## src/rtl/image_pkg.sv

```systemverilog
// rtl/image_pkg.sv - shared widths, din field offsets and FSM encoding for the image write packer
package image_pkg;

    localparam int PIX_ADDR_W = 17;
    localparam int WORD_W     = 32;
    localparam int BEAT_W     = 128;
    localparam int MEM_ADDR_W = 31;
    localparam int MASK_W     = 4;
    localparam int WBE_W      = 16;
    localparam int BEAT_IDX_W = PIX_ADDR_W - 2;
    localparam int KEY_W      = BEAT_IDX_W + 1;
    localparam int DIN_W      = 54;

    // din = {mask[3:0], frame, addr[16:0], data[31:0]}
    localparam int DATA_LSB  = 0;
    localparam int ADDR_LSB  = 32;
    localparam int FRAME_BIT = 49;
    localparam int MASK_LSB  = 50;

    typedef enum logic [1:0] {
        ST_EMPTY = 2'd0,
        ST_FILL  = 2'd1,
        ST_FULL  = 2'd2
    } state_t;

endpackage

```

## src/rtl/beat_assembler.sv

```systemverilog
// rtl/beat_assembler.sv - 128-bit beat data/byte-enable/key registers with lane write and clear
//
// Ports:
//   i_clk, i_rst  clock, asynchronous active-high reset
//   i_load        write i_data/i_mask into lane i_lane
//   i_start       with i_load: first word of a beat, capture i_key
//   i_clear       zero data and byte enables after the beat is taken
//   i_key         {frame, addr[16:2]} of the incoming word
//   i_lane        addr[1:0] of the incoming word
//   i_data        32-bit word
//   i_mask        4 byte enables for the word
//   o_key         held beat key
//   o_data        held beat data, lane k at [32k+31:32k]
//   o_wbe         held byte enables, lane k at [4k+3:4k]
module beat_assembler
    import image_pkg::*;
(
    input  logic              i_clk,
    input  logic              i_rst,
    input  logic              i_load,
    input  logic              i_start,
    input  logic              i_clear,
    input  logic [KEY_W-1:0]  i_key,
    input  logic [1:0]        i_lane,
    input  logic [WORD_W-1:0] i_data,
    input  logic [MASK_W-1:0] i_mask,
    output logic [KEY_W-1:0]  o_key,
    output logic [BEAT_W-1:0] o_data,
    output logic [WBE_W-1:0]  o_wbe
);

    logic [KEY_W-1:0]  r_key;
    logic [BEAT_W-1:0] r_data;
    logic [WBE_W-1:0]  r_wbe;

    // Lanes are zeroed on clear so that lanes never written in the next beat
    // go out with data=0 and wbe=0; a repeated lane simply overwrites.
    always_ff @(posedge i_clk or posedge i_rst) begin
        if (i_rst) begin
            r_key  <= '0;
            r_data <= '0;
            r_wbe  <= '0;
        end else if (i_clear) begin
            r_data <= '0;
            r_wbe  <= '0;
        end else if (i_load) begin
            if (i_start) begin
                r_key <= i_key;
            end
            r_data[{i_lane, 5'b0} +: WORD_W] <= i_data;
            r_wbe[{i_lane, 2'b0} +: MASK_W]  <= i_mask;
        end
    end

    assign o_key  = r_key;
    assign o_data = r_data;
    assign o_wbe  = r_wbe;

endmodule

```

## src/rtl/image_write_packer.sv

```systemverilog
// rtl/image_write_packer.sv - packs four 32-bit pixel words into one 128-bit DRAM write beat
//
// Ports:
//   clock, reset         system clock, asynchronous active-high reset
//   din, din_valid       {mask[3:0], frame, addr[16:0], data[31:0]} word stream
//   din_ready            word accepted when din_valid & din_ready
//   flush                level; pushes out a held partial beat
//   mem_addr             16-byte aligned beat byte address
//   mem_wdata, mem_wbe   beat data and active-high byte enables
//   mem_valid, mem_ready beat handshake to the memory arbiter
//   frame_done           one-cycle pulse after the last beat of a frame is taken
//   frame_id             frame bit of the beat that completed the frame
module image_write_packer
    import image_pkg::*;
#(
    parameter int                    N_PIXEL     = 480000,
    parameter logic [MEM_ADDR_W-1:0] FRAME0_BASE = 31'h0100_0000,
    parameter logic [MEM_ADDR_W-1:0] FRAME1_BASE = 31'h0140_0000
) (
    input  logic                  clock,
    input  logic                  reset,
    input  logic [DIN_W-1:0]      din,
    input  logic                  din_valid,
    output logic                  din_ready,
    input  logic                  flush,
    output logic [MEM_ADDR_W-1:0] mem_addr,
    output logic [BEAT_W-1:0]     mem_wdata,
    output logic [WBE_W-1:0]      mem_wbe,
    output logic                  mem_valid,
    input  logic                  mem_ready,
    output logic                  frame_done,
    output logic                  frame_id
);

    localparam int MAX_ADDR = N_PIXEL / 4 - 1;
    localparam logic [BEAT_IDX_W-1:0] LAST_BEAT = BEAT_IDX_W'(MAX_ADDR >> 2);

    state_t r_state;
    state_t w_state_next;
    logic   r_frame_done;
    logic   r_frame_id;

    logic [WORD_W-1:0]     w_din_data;
    logic [PIX_ADDR_W-1:0] w_din_addr;
    logic                  w_din_frame;
    logic [MASK_W-1:0]     w_din_mask;
    logic [KEY_W-1:0]      w_din_key;
    logic [1:0]            w_din_lane;
    logic [KEY_W-1:0]      w_held_key;
    logic                  w_same_key;
    logic                  w_ready;
    logic                  w_load;
    logic                  w_start;
    logic                  w_clear;
    logic                  w_mem_valid;
    logic                  w_handshake;
    logic [MEM_ADDR_W-1:0] w_base;
    logic                  w_last_beat;

    assign w_din_data  = din[DATA_LSB +: WORD_W];
    assign w_din_addr  = din[ADDR_LSB +: PIX_ADDR_W];
    assign w_din_frame = din[FRAME_BIT];
    assign w_din_mask  = din[MASK_LSB +: MASK_W];
    assign w_din_key   = {w_din_frame, w_din_addr[PIX_ADDR_W-1:2]};
    assign w_din_lane  = w_din_addr[1:0];
    assign w_same_key  = (w_din_key == w_held_key);

    beat_assembler u_beat (
        .i_clk   (clock),
        .i_rst   (reset),
        .i_load  (w_load),
        .i_start (w_start),
        .i_clear (w_clear),
        .i_key   (w_din_key),
        .i_lane  (w_din_lane),
        .i_data  (w_din_data),
        .i_mask  (w_din_mask),
        .o_key   (w_held_key),
        .o_data  (mem_wdata),
        .o_wbe   (mem_wbe)
    );

    always_ff @(posedge clock or posedge reset) begin
        if (reset) begin
            r_state <= ST_EMPTY;
        end else begin
            r_state <= w_state_next;
        end
    end

    // A word for a different beat is refused in FILL; the held beat goes out
    // first and the word is taken from EMPTY after the one-cycle bubble.
    always_comb begin
        w_state_next = r_state;
        w_ready      = 1'b0;
        w_load       = 1'b0;
        w_start      = 1'b0;
        w_clear      = 1'b0;
        w_mem_valid  = 1'b0;
        case (r_state)
            ST_EMPTY: begin
                w_ready = 1'b1;
                if (din_valid) begin
                    w_load       = 1'b1;
                    w_start      = 1'b1;
                    w_state_next = (w_din_lane == 2'd3) ? ST_FULL : ST_FILL;
                end
            end
            ST_FILL: begin
                w_ready = !din_valid || w_same_key;
                if (din_valid) begin
                    if (w_same_key) begin
                        w_load = 1'b1;
                        if (w_din_lane == 2'd3) begin
                            w_state_next = ST_FULL;
                        end
                    end else begin
                        w_state_next = ST_FULL;
                    end
                end else if (flush) begin
                    w_state_next = ST_FULL;
                end
            end
            ST_FULL: begin
                w_mem_valid = 1'b1;
                if (mem_ready) begin
                    w_clear      = 1'b1;
                    w_state_next = ST_EMPTY;
                end
            end
            default: begin
                w_state_next = ST_EMPTY;
            end
        endcase
    end

    assign din_ready   = w_ready & ~reset;
    assign mem_valid   = w_mem_valid;
    assign w_handshake = w_mem_valid & mem_ready;

    assign w_base   = w_held_key[KEY_W-1] ? FRAME1_BASE : FRAME0_BASE;
    assign mem_addr = w_mem_valid
                    ? w_base + {{(MEM_ADDR_W - BEAT_IDX_W - 4){1'b0}}, w_held_key[BEAT_IDX_W-1:0], 4'b0}
                    : '0;

    assign w_last_beat = (w_held_key[BEAT_IDX_W-1:0] == LAST_BEAT);

    always_ff @(posedge clock or posedge reset) begin
        if (reset) begin
            r_frame_done <= 1'b0;
            r_frame_id   <= 1'b0;
        end else begin
            r_frame_done <= w_handshake && w_last_beat;
            if (w_handshake && w_last_beat) begin
                r_frame_id <= w_held_key[KEY_W-1];
            end
        end
    end

    assign frame_done = r_frame_done;
    assign frame_id   = r_frame_id;

endmodule

```

## config.mk

```make
export PLATFORM = sky130hd
export DESIGN_NAME = image_write_packer
export DESIGN_NICKNAME = d
export VERILOG_FILES = /design/src/rtl/image_pkg.sv /design/src/rtl/beat_assembler.sv /design/src/rtl/image_write_packer.sv
export SDC_FILE = /design/constraint.sdc
export NUM_CORES = 1
export LEC_CHECK = 0
export CAP_MARGIN = 0
export CORE_ASPECT_RATIO = 1.25
export CORE_MARGIN = 1
export CORE_UTILIZATION = 45
export DETAILED_ROUTE_END_ITERATION = 7
export PLACE_DENSITY_LB_ADDON = 0.25
export SETUP_SLACK_MARGIN = 0.3
export SYNTH_ARGS = -nofsm -noshare
export SYNTH_HDL_FRONTEND = slang
export SYNTH_SLANG_ARGS = --single-unit
export TNS_END_PERCENT = 20
```

## constraint.sdc

```tcl
create_clock -name clock -period 6.53 [get_ports clock]
set_input_delay 1.306 -clock clock [delete_from_list [all_inputs] [get_ports clock]]
set_output_delay 1.306 -clock clock [all_outputs]
set_load 0.05 [all_outputs]
```

Word level (Yosys, flattened, before mapping)
Index checks and enable logic that the tools add are counted.
{ "op_classes": {"n_addsub": 3, "n_eq_ne": 9, "n_shift": 4, "muxes": 25, "bitwise": 4, "n_reduce_logical": 7} }
{ "op_table": {"columns": ["cell", "count"], "rows": [
  ["128-bit two-way mux", 2],
  ["128-bit bitwise mux", 1],
  ["32-bit by 9-bit variable shift with 128-bit output, first input constant", 1],
  ["32-bit by 9-bit variable part select with 128-bit output", 1],
  ["16-bit two-way mux", 2],
  ["25-bit by 19-bit adder with 26-bit output", 1],
  ["26-bit two-way mux", 1],
  ["23-bit two-way mux", 1],
  ["16-bit bitwise mux", 1],
  ["16-bit equality test", 1],
  ["4-bit by 6-bit variable shift with 16-bit output, first input constant", 1],
  ["4-bit by 6-bit variable part select with 16-bit output", 1],
  ["15-bit equality test, second input constant", 1],
  ["2-bit two-way mux", 7],
  ["7-bit negator with 9-bit output", 1],
  ["1-bit two-way mux", 7],
  ["4-bit negator with 6-bit output", 1],
  ["2-bit case mux with 3 select lines", 1],
  ["2-bit equality test, second input constant", 2],
  ["2-bit inequality test, second input constant", 2],
  ["4-bit inequality test, second input constant", 1],
  ["1-bit case mux with 2 select lines", 2],
  ["4-bit AND reduction", 1],
  ["3-bit inequality test, second input constant", 1],
  ["other kinds (9)", 11]
]} }
{ "totals": {"regBits": 164, "input_bits": 59, "out_inout_bits": 179, "word_cells": 58} }

Depth between registers and ports, before layout
Gate-level depths: netlist (run 1).
{ "depth": {"word_depth": 6, "ltp_mapped": 8, "ltp_nobuf": 5} }

Cells and area by module
A second synthesis (run 1) with hierarchy kept.
{ "unflattened": {"cells_unflattened": 511, "hier_area_um2": 7056.8} }
{ "by_module_without_submodules": {"columns": ["module", "instances", "cells_each", "area_each_um2", "seq_area_each_um2"], "rows": [
  ["beat_assembler", 1, 427, 6367.4, 4003.8],
  ["image_write_packer", 1, 84, 689.4, 100.1]
]} }

Worst setup path before layout (run 1)
Ideal clock, no wire load.
{ "synth_path": {"kind": "in2out", "startpoint": "in din[43]", "endpoint": "out din_ready", "t_arrival_ns": 3.599, "t_required_ns": 5.224, "path_slack_ns": 1.625, "cell_stages": 6, "path_buffers": 2, "cell_sequence": "xor2_1 nor4_1 a41oi_1 buf_2 clkbuf_1 a211oi_1"} }
{ "synth_between": {"elab_chain_len": 4} }
{ "synth_lines": {"columns": ["item", "line", "source"], "rows": [
  ["from (decl)", "image_write_packer.sv:22", "input logic [DIN_W-1:0] din,"],
  ["16-bit equality test", "image_write_packer.sv:66", "assign w_same_key = (w_din_key == w_held_key);"],
  ["1-bit logical OR", "image_write_packer.sv:110", "w_ready = !din_valid || w_same_key;"],
  ["1-bit case mux with 2 select lines", "image_write_packer.sv:100", "case (r_state)"],
  ["1-bit AND", "image_write_packer.sv:137", "assign din_ready = w_ready & ~reset;"],
  ["to (decl)", "image_write_packer.sv:24", "output logic din_ready,"]
]} }
No other way between the ends.

Worst setup path in the final report (run 1)
Ends and elaborated chain as after synthesis.

==> results of run 1 <==
-- power breakdown --
| part | total [µW] | internal [µW] | switching (µW) |
|---|---|---|---|
| sequential | 1310 | 1180 | 135 |
| clock | 1060 | 641 | 420 |
| combinational | 1480 | 490 | 995 |
-- logic make-up after synthesis --
kind of cell / after synthesis
compound gates: 190
fa+ha+maj: 4
simple gates: 80
buf+inv: 61
flops: 164
mux: 17
other cells: 1
xor+xnor: 16
-- sequential cells by signal, indices dropped and copies added (netlist names) --
name / count
frame_done: 1
frame_id: 1
r_state: 2
u_beat.o_data: 128
u_beat.o_key: 16
u_beat.o_wbe: 16
-- final cells by class --
| class | instances | area [µm²] | share of cell area (%) |
|---|---|---|---|
| clock buffer | 20 | 467 | 4.77 |
| clock inverter | 12 | 166 | 1.70 |
| inverter | 5 | 23.8 | 0.243 |
| multi-input combinational | 321 | 2510 | 25.7 |
| sequential | 164 | 4100 | 41.9 |
| tap | 182 | 228 | 2.33 |
| timing repair buffer | 230 | 2280 | 23.3 |
-- through the flow --
step,total power (µW),area (µm²),utilization [%]
5_1_grt,4010,9790,65.4
2_1_floorplan,2310,6930,-
4_1_cts,3890,9790,65.4
6_report,3860,9790,65.4
3_3_place_gp,2780,9150,61.2
3_5_place_dp,2820,9150,61.2
-- path summary, 6_finish.rpt --
kind	slack [ns]	endpoint	cells past startpoint	startpoint
hold / removal	0.49	u_beat.o_data[17]	1	u_beat.o_data[17]
hold reg to reg	0.49	u_beat.o_data[17]	1	u_beat.o_data[17]
setup reg to reg	3.26	u_beat.o_data[102]	6	r_state[1]
max in group asynchronous	3.76	u_beat.o_data[112]	3	reset
min in group asynchronous	1.56	u_beat.o_key[2]	2	reset
setup / recovery	1.19	din_ready	7	din[43]
-- per-layer routing --
layer	vias to the layer above	part of all wire (%)	routed length [µm]	GRT usage (%)
li1	2330	-	-	-
met1	2724	40	7820	30.8
met2	198	52	10000	44.6
met3	30	5.6	1080	6.23
met4	0	2.5	481	10.9
met5	-	0	0	0
-- Yosys cell counts (all sizes together) --
library cell  instances
a211oi                1
a21oi                 5
a41oi                 1
and2                 17
buf                  34
clkbuf               22
conb                  1
dfrtp               164
ha                    4
inv                   5
mux2                 17
nand2                39
nand2b                1
nand3                 1
nand3b                2
nand4                 1
nand4bb               1
nor2                  1
nor2b                 3
nor4                  5
nor4b                 1
nor4bb                1
o21ai                72
o22ai                 1
o2bb2ai             108
o31a                  1
o31ai                 1
or2                   3
or3                   1
or4                   2
or4b                  1
xor2                 16
-- worst max-delay path, delay by kind of cell --
kind,cells,cell delay [ns]
and+or+nand+nor,1,0.50
buffers and inverters,3,1.58
AOI/OAI and AO/OA,2,0.47
xor gates and xnor gates,1,0.17
==> summary.txt, run 1 <==
Die
  • Row count: 50
  • Die H: between 100 and 150 µm
  • Die width: roughly 110 µm
  • Core box area: ~15000 µm²
  • Io pins: 238
  • Die area: 15800 µm²
  • Initial Util: between 40% and 50%

Timing
  • Final worst-path cycle share: 81.8%
  • Number of setup violations in the final report: 0
  • Slew margin rel.: 20.6%
  • Final Skew: between 0.009 and 0.01 ns
  • Min setup slack post-route: between 1 and 1.5 ns
  • Slew Viols, Final: 0
  • Min Clock Period, post-route: around 5.3 ns
  • Slew @ Worst Pin: about 1.2 ns
  • Unrepaired setup endpoints after global routing: no
  • Setup tns final: 0 ns
  • Highest Clock Rate: 187 MHz
  • Worst hold margin: 0.488 ns
  • Hold Fails Final Rpt: 0

Synthesis
  • Synth area leader: dfrtp_1
  • Yosys Warn Count: 0
  • Simple-gate share of the synthesized area: about 6.1%
  • Synth Area in Adders: 0.728%
  • Share of the synthesized area in the top cell type: between 50% and 60%
  • Post-Syn Area: 6880 µm²
  • Sequential share of the synthesized area: a little under 60%
  • FF+latch count, synth: roughly 160
  • Post-synthesis mux area share: about 2.8%
  • Largest family of logic cells by synthesized area: compound AO/OA/AOI/OAI gates
  • Dominant cells by area after synthesis: dfrtp_1 60%, o2bb2ai_2 8.7%, o2bb2ai_1 8.7%, o21ai_0 4.2%, mux2_2 2.8%
  • Synth unique cells: 38
  • Post-Synth XOR/XNOR Area: between 2 and 2.5%
  • Syn avg cell area: between 10 and 15 µm²
  • Post-Syn Instances: about 530
  • Synth Area in Compound Gates: 23.6%

Final layout
  • Most common cell after layout, fill and taps aside: clkdlybuf4s50_1
  • Area growth from synthesis to layout: 42.3%
  • Cell Count, Final, Fillers Out: ~930
  • Layout cells sized above 1: 13.8%
  • Most frequent cells in the layout: 223 x clkdlybuf4s50_1, 164 x dfrtp_1, 68 x o2bb2ai_1
  • Ant. Diodes: 0
  • Fillers: 1137
  • Fin nets: 802

Setup path
  • Slowest CP cell: clkdlybuf4s50_1
  • Critical path endpoint category: output port
  • Crit path required time: between 5 and 6 ns
  • Critical Path Source Type: input pin
  • Crit path DAT: 4.04 ns
  • Most used cell, CP: clkdlybuf4s50_1
  • Worst path cell trace: clkdlybuf4s50_1 > xor2_1 > nor4_1 > a41oi_4 > buf_4 > a211oi_1 > clkdlybuf4s50_1
  • Worst stage delay on the critical path: around 0.85 ns
  • Worst-path fanout max: 46
  • Critical path class: input pin to output port

Detailed routing
  • Routed length per placed instance: just over 20 µm
  • Routed wire length: slightly below 20 mm
  • Via Count: between 5000 and 6000
  • DR vias/cell: ~5.7
  • DRC: 0
  • Iter 0 DRT Violations: 258
  • Drt first pass iters: 4
  • Post-route antenna net violation count: 0

Place
  • Setup slack after placement: between 1 and 1.5 ns
  • Placed cells: roughly 900
  • HPWL Detailed: ~13 mm
  • Final GP Congestion: ~0.77
  • Port Buf Inserts: between 200 and 250

Power and ir drop
  • Max VDD drop: around 0.24 mV
  • Power Density: slightly below 400 nW/µm²
  • Leak pwr: roughly 0.0040 µW

Clocking
  • CTS tree: yes
  • Setup Buffers After CTS: 0
  • CTS Buf Count: 17
  • Clock transition at path regs: approximately 0.060 ns
  • Worst-case clock buffer depth: 2
  • H-tree Lvls: 4
  • Clock latency on the worst-skew pair: ~0.42 ns
  • Root buffer cell: clkbuf_16
  • CTS Sinks: around 160
  • PostCTS Resize Cnt: 0
  • Hold bufs inserted after CTS: 0

Global route
  • Initial antenna violation count: 0
  • First-pass GRT wire length: between 30 and 40 mm
  • Grt total ovfl: 0
  • Vias in the first global route: 5637
  • Largest net degree at the start of global routing: around 120
  • GRT Overall Usage: roughly 26%

Flow run
  • Max_cap viols: 0

Min path
  • Hold Path Class: flop to flop

Run status
  • Status: completed
No activity file was read; power rests on OpenSTA's default activity.
==> run 2, diff against run 1 <==
- CORE_UTILIZATION: 45 -> 41
- clock period: 6.53 -> 4.64 ns (I/O delays scaled with it)
==> summary.txt, run 2 (same netlist as run 1, synthesis figures left out) <==
Run status
  • Status: completed

Detailed routing
  • Iter 0 DRT Violations: approximately 240
  • Drt first pass iters: 6
  • DR vias/cell: around 5.3
  • Routed wire length: 19.1 mm
  • Post-route antenna net violation count: 0
  • Via Count: 5117
  • DRC: 0
  • Routed length per placed instance: 19.7 µm

Die
  • Die width: roughly 120 µm
  • Core box area: around 16000 µm²
  • Die area: approximately 17000 µm²
  • Row count: 52
  • Initial Util: between 40% and 50%
  • Io pins: approximately 240
  • Die H: 147 µm

Setup path
  • Worst-path fanout max: 2
  • Critical path endpoint category: output port
  • R2r endpoint: u_beat.o_data[72]
  • CP startpoint: din[49]
  • Critical Path Source Type: input pin
  • Critical path class: input pin to output port
  • Crit path required time: between 3 and 4 ns
  • Crit path DAT: around 3.0 ns
  • R2R depth: 7
  • R2R setup slack: between 1.5 and 2 ns
  • Worst R2R Start: u_beat.o_key[2]

Timing
  • Slew @ Worst Pin: approximately 1.1 ns
  • Hold Fails Final Rpt: 0
  • Final worst-path cycle share: a little over four fifths
  • Slew Viols, Final: 0
  • Setup tns final: 0 ns
  • Number of setup violations in the final report: 0
  • Min setup slack post-route: roughly 0.7 ns
  • Min Clock Period, post-route: 3.93 ns
  • Highest Clock Rate: 255 MHz
  • Final Skew: about 0.012 ns
  • Slew margin rel.: between 20% and 30%
  • Unrepaired setup endpoints after global routing: no

Clocking
  • CTS Buf Count: 17
  • Hold bufs inserted after CTS: 0
  • Clock latency on the worst-skew pair: ~0.42 ns
  • CTS Sinks: 164
  • Clock transition at path regs: around 0.06 ns
  • Root buffer cell: clkbuf_16
  • PostCTS Resize Cnt: 0
  • CTS tree: yes
  • Setup Buffers After CTS: 0
  • Worst-case clock buffer depth: 2
  • H-tree Lvls: 4

Final layout
  • Max reg flops: 128
  • Fin nets: 806
  • Layout cells sized above 1: 14.6%
  • Most common cell after layout, fill and taps aside: clkdlybuf4s50_1
  • Most frequent cells in the layout: 222 x clkdlybuf4s50_1, 164 x dfrtp_1, 68 x o2bb2ai_1
  • Area growth from synthesis to layout: 43.0%
  • Ant. Diodes: 0
  • Final core occ: between 60% and 70%

Power and ir drop
  • Clk network pwr share: 26.6%
  • Net Sw Power: 2190 µW
  • Max VDD drop: 0.227 mV
  • Power Density: 544 nW/µm²
  • Flop pwr share: about a third
  • Leak pwr: about 0.0040 µW
  • Switch share: between 40% and 50%
  • Gate power share: roughly two fifths
  • Int Pwr: between 3000 and 4000 µW

Min path
  • Hold path depth: 1
  • Hold Path Class: flop to flop
  • Worst Hold Endpoint: u_beat.o_data[50]
  • Hold wc startpoint: u_beat.o_data[50]

Global route
  • Initial antenna violation count: 0
  • Largest net degree at the start of global routing: between 80 and 90
  • First-pass GRT wire length: between 30 and 40 mm
  • Grt total ovfl: 0
  • GRT Overall Usage: a little under a quarter
  • Vias in the first global route: around 5300

Place
  • HPWL Detailed: ~13 mm
  • Setup slack after placement: 0.683 ns
  • Final GP Congestion: approximately 0.79
  • Port Buf Inserts: roughly 220

Flow run
  • Max_cap viols: 0
## run 2: cell count changes in the layout (fill, tap and decap cells not counted), moves of 2 or more
| cell | change |
|---|---|
| buf_12 | +2 |
| buf_4 | +3 |
| clkbuf_8 | -3 |
| clkinvlp_4 | +3 |
## run 2: area by class of cell
class	count	area, µm²
repair buffers	234	2340
multi-input cells	321	2510
clock buffers	18	429
clock inverters	14	163
flip-flops and latches	164	4100
inverters	5	22.5
well taps	216	270
fillers	1290	6490
## run 2: critical path, stage by stage
cell and delay, ns:
clkdlybuf4s50_1 0.45, xor2_1 0.18, nor4_1 0.55, a41oi_4 0.19, a211oi_1 0.50, buf_12 0.20
## run 2: worst max path at each step
stage                     slack, ns         to
final                          0.71  din_ready
after global routing           0.62  din_ready
after detailed placement       0.68  din_ready
after CTS                      0.67  din_ready
after global placement         0.61  din_ready
after floorplan                0.49  din_ready
## run 2: metrics by stage
stage                     total power [µW]  hold slack [ns]  area [µm²]  std cells
after floorplan                       3260            0.529        6930        546
after global placement                3940            0.473        9250        940
after detailed placement              3970            0.473        9250        940
after CTS                             5400            0.493        9840        972
after global routing                  5590            0.505        9840        972
final                                 5360            0.489        9840        972
## run 2: power by group through the flow
stage	clock (µW)	sequential [µW]	combinational, µW
2_1_floorplan	0	2340	917
3_3_place_gp	0	1850	2080
3_5_place_dp	0	1860	2110
4_1_cts	1450	1840	2110
5_1_grt	1520	1870	2200
6_report	1430	1840	2090
## run 2: layer usage
layer | routed length (µm) | GRT usage (%) | part of all wire (%)
met1 | 8110 | 28.6 | 42
met2 | 9430 | 37.1 | 49
met3 | 1100 | 5.86 | 5.8
met4 | 477 | 8.65 | 2.5
met5 | 0 | 0 | 0
==> run 3, diff against run 2 <==
- clock period: 4.64 -> 3.29 ns (I/O delays scaled with it)
==> summary.txt, run 3 (same netlist as run 1, synthesis figures left out) <==
Timing
  • Final worst-path cycle share: approximately nine tenths
  • Unrepaired setup endpoints after global routing: yes
  • Slew margin rel.: roughly 41%
  • Slew Viols, Final: 0
  • Min Clock Period, post-route: about 2.9 ns
  • Slew @ Worst Pin: about 0.9 ns
  • Highest Clock Rate: 345 MHz
  • Final Skew: around 0.009 ns
  • Hold Fails Final Rpt: 0
  • Number of setup violations in the final report: 0

Setup path
  • R2R setup slack: about 0.7 ns
  • Critical path endpoint category: output port
  • Worst-path fanout max: 2
  • R2r endpoint: u_beat.o_wbe[5]
  • R2R depth: 6
  • Worst R2R Start: r_state[1]
  • Critical path class: input pin to output port
  • Most used cell, CP: buf_4
  • CP startpoint: din[40]
  • Worst path cell trace: dlygate4sd2_1 > xor2_1 > nor4_1 > buf_4 > a41oi_4 > a211oi_2 > buf_4 > buf_12
  • Worst setup path endpoint: din_ready
  • Slowest CP cell: nor4_1
  • Crit path DAT: ~2.2 ns
  • Crit path required time: between 2 and 3 ns
  • Critical Path Source Type: input pin
  • Worst stage delay on the critical path: roughly 0.32 ns

Detailed routing
  • Via Count: just over 5000
  • DRC: 0
  • DR vias/cell: around 5.2
  • Iter 0 DRT Violations: 205
  • Routed length per placed instance: between 15 and 20 µm
  • Drt first pass iters: 4
  • Post-route antenna net violation count: 0
  • Routed wire length: between 15 and 20 mm

Min path
  • Hold path depth: 1
  • Hold Path Class: flop to flop
  • Hold wc startpoint: u_beat.o_data[41]

Power and ir drop
  • Leak pwr: 0.00423 µW
  • Power Density: 777 nW/µm²
  • Max VDD drop: approximately 0.35 mV
  • Total power draw: 7810 µW

Die
  • Io pins: 238
  • Die H: approximately 150 µm
  • Die width: approximately 120 µm
  • Initial Util: a little over two fifths
  • Core box area: approximately 16000 µm²
  • Die area: ~17000 µm²
  • Row count: 52

Place
  • Final GP Congestion: 0.826
  • Port Buf Inserts: roughly 220
  • HPWL Detailed: roughly 13 mm
  • Placed cells: approximately 960

Global route
  • Vias in the first global route: 5567
  • GRT Overall Usage: a little under a quarter
  • Initial antenna violation count: 0
  • Grt total ovfl: 0
  • Largest net degree at the start of global routing: between 60 and 70
  • First-pass GRT wire length: between 30 and 40 mm

Final layout
  • Ant. Diodes: 0
  • Layout cells sized above 1: 18.8%
  • Area growth from synthesis to layout: 46.1%
  • Most common cell after layout, fill and taps aside: clkdlybuf4s50_1
  • Max reg flops: roughly 130
  • Cell Count, Final, Fillers Out: approximately 990
  • Most frequent cells in the layout: 190 x clkdlybuf4s50_1, 164 x dfrtp_1, 68 x o2bb2ai_1
  • Fin nets: a little over 800
  • Fillers: 1299

Clocking
  • H-tree Lvls: 4
  • Root buffer cell: clkbuf_16
  • CTS tree: yes
  • Hold bufs inserted after CTS: 0
  • CTS Sinks: ~160
  • Worst-case clock buffer depth: 2
  • Clock transition at path regs: 0.06 ns
  • CTS Buf Count: 17
  • Clock latency on the worst-skew pair: 0.43 ns

Run status
  • Status: completed

Flow run
  • Max_cap viols: 0
## run 3: final cells by class
type                    count  area (µm²)  share of cell area (%)
clock buffers              20         447                    4.44
clock inverters            11         199                    1.98
inverters                   5        22.5                   0.224
multi-input cells         321        2530                    25.2
flip-flops and latches    164        4100                    40.8
well taps                 216         270                    2.69
repair buffers            252        2480                    24.6
## run 3: what timing repair did
| item | 4_1_cts | 5_1_grt |
|---|---|---|
| buffers inserted | 1 | 0 |
| endpoints found under the setup margin | 1 | 3 |
| gates resized for setup | 14 | 5 |
| pin swaps | 6 | 3 |
## run 3: routing by layer
| metal | part of all wire [%] | vias up | routed length, µm | global-route usage (%) |
|---|---|---|---|---|
| met5 | 0 | - | 0 | 0 |
| li1 | - | 2378 | - | - |
| met3 | 6.2 | 45 | 1200 | 6.72 |
| met2 | 49 | 190 | 9450 | 38.0 |
| met4 | 3.9 | 0 | 746 | 12.0 |
| met1 | 41 | 2570 | 7860 | 27.6 |
## run 3: power breakdown
| group | internal (µW) | switching (µW) | leakage [µW] |
|---|---|---|---|
| sequential | 2330 | 260 | 0.00223 |
| combinational | 1040 | 1990 | 0.00168 |
| clock | 1370 | 810 | 0.000315 |
## run 3: how the worst min path moves through the flow
stage	endpoint
global placement	u_beat.o_data[50]
global route	u_beat.o_data[41]
CTS	u_beat.o_data[19]
floorplan	u_beat.o_key[0]
finish	u_beat.o_data[41]
detailed placement	u_beat.o_data[19]
## run 3: critical path: cells and delay by family
kind                      cells  cell delay [ns]
AOI/OAI and AO/OA             2             0.38
xor gates and xnor gates      1             0.17
buffers and inverters         4             0.71
and+or+nand+nor               1             0.32
## run 3: per-stage QoR
step	utilization, %	hold slack (ns)	instance area, µm²	setup WS, ns	TNS, ns
final	61.5	0.489	10100	0.393	0
after global routing	61.5	0.502	10100	0.286	0
after CTS	61.4	0.491	10000	0.310	0
after detailed placement	57.5	0.473	9390	0.0236	0
after global placement	57.5	0.473	9390	-0.0206	-0.0206
after floorplan	-	0.529	6930	-0.319	-0.319
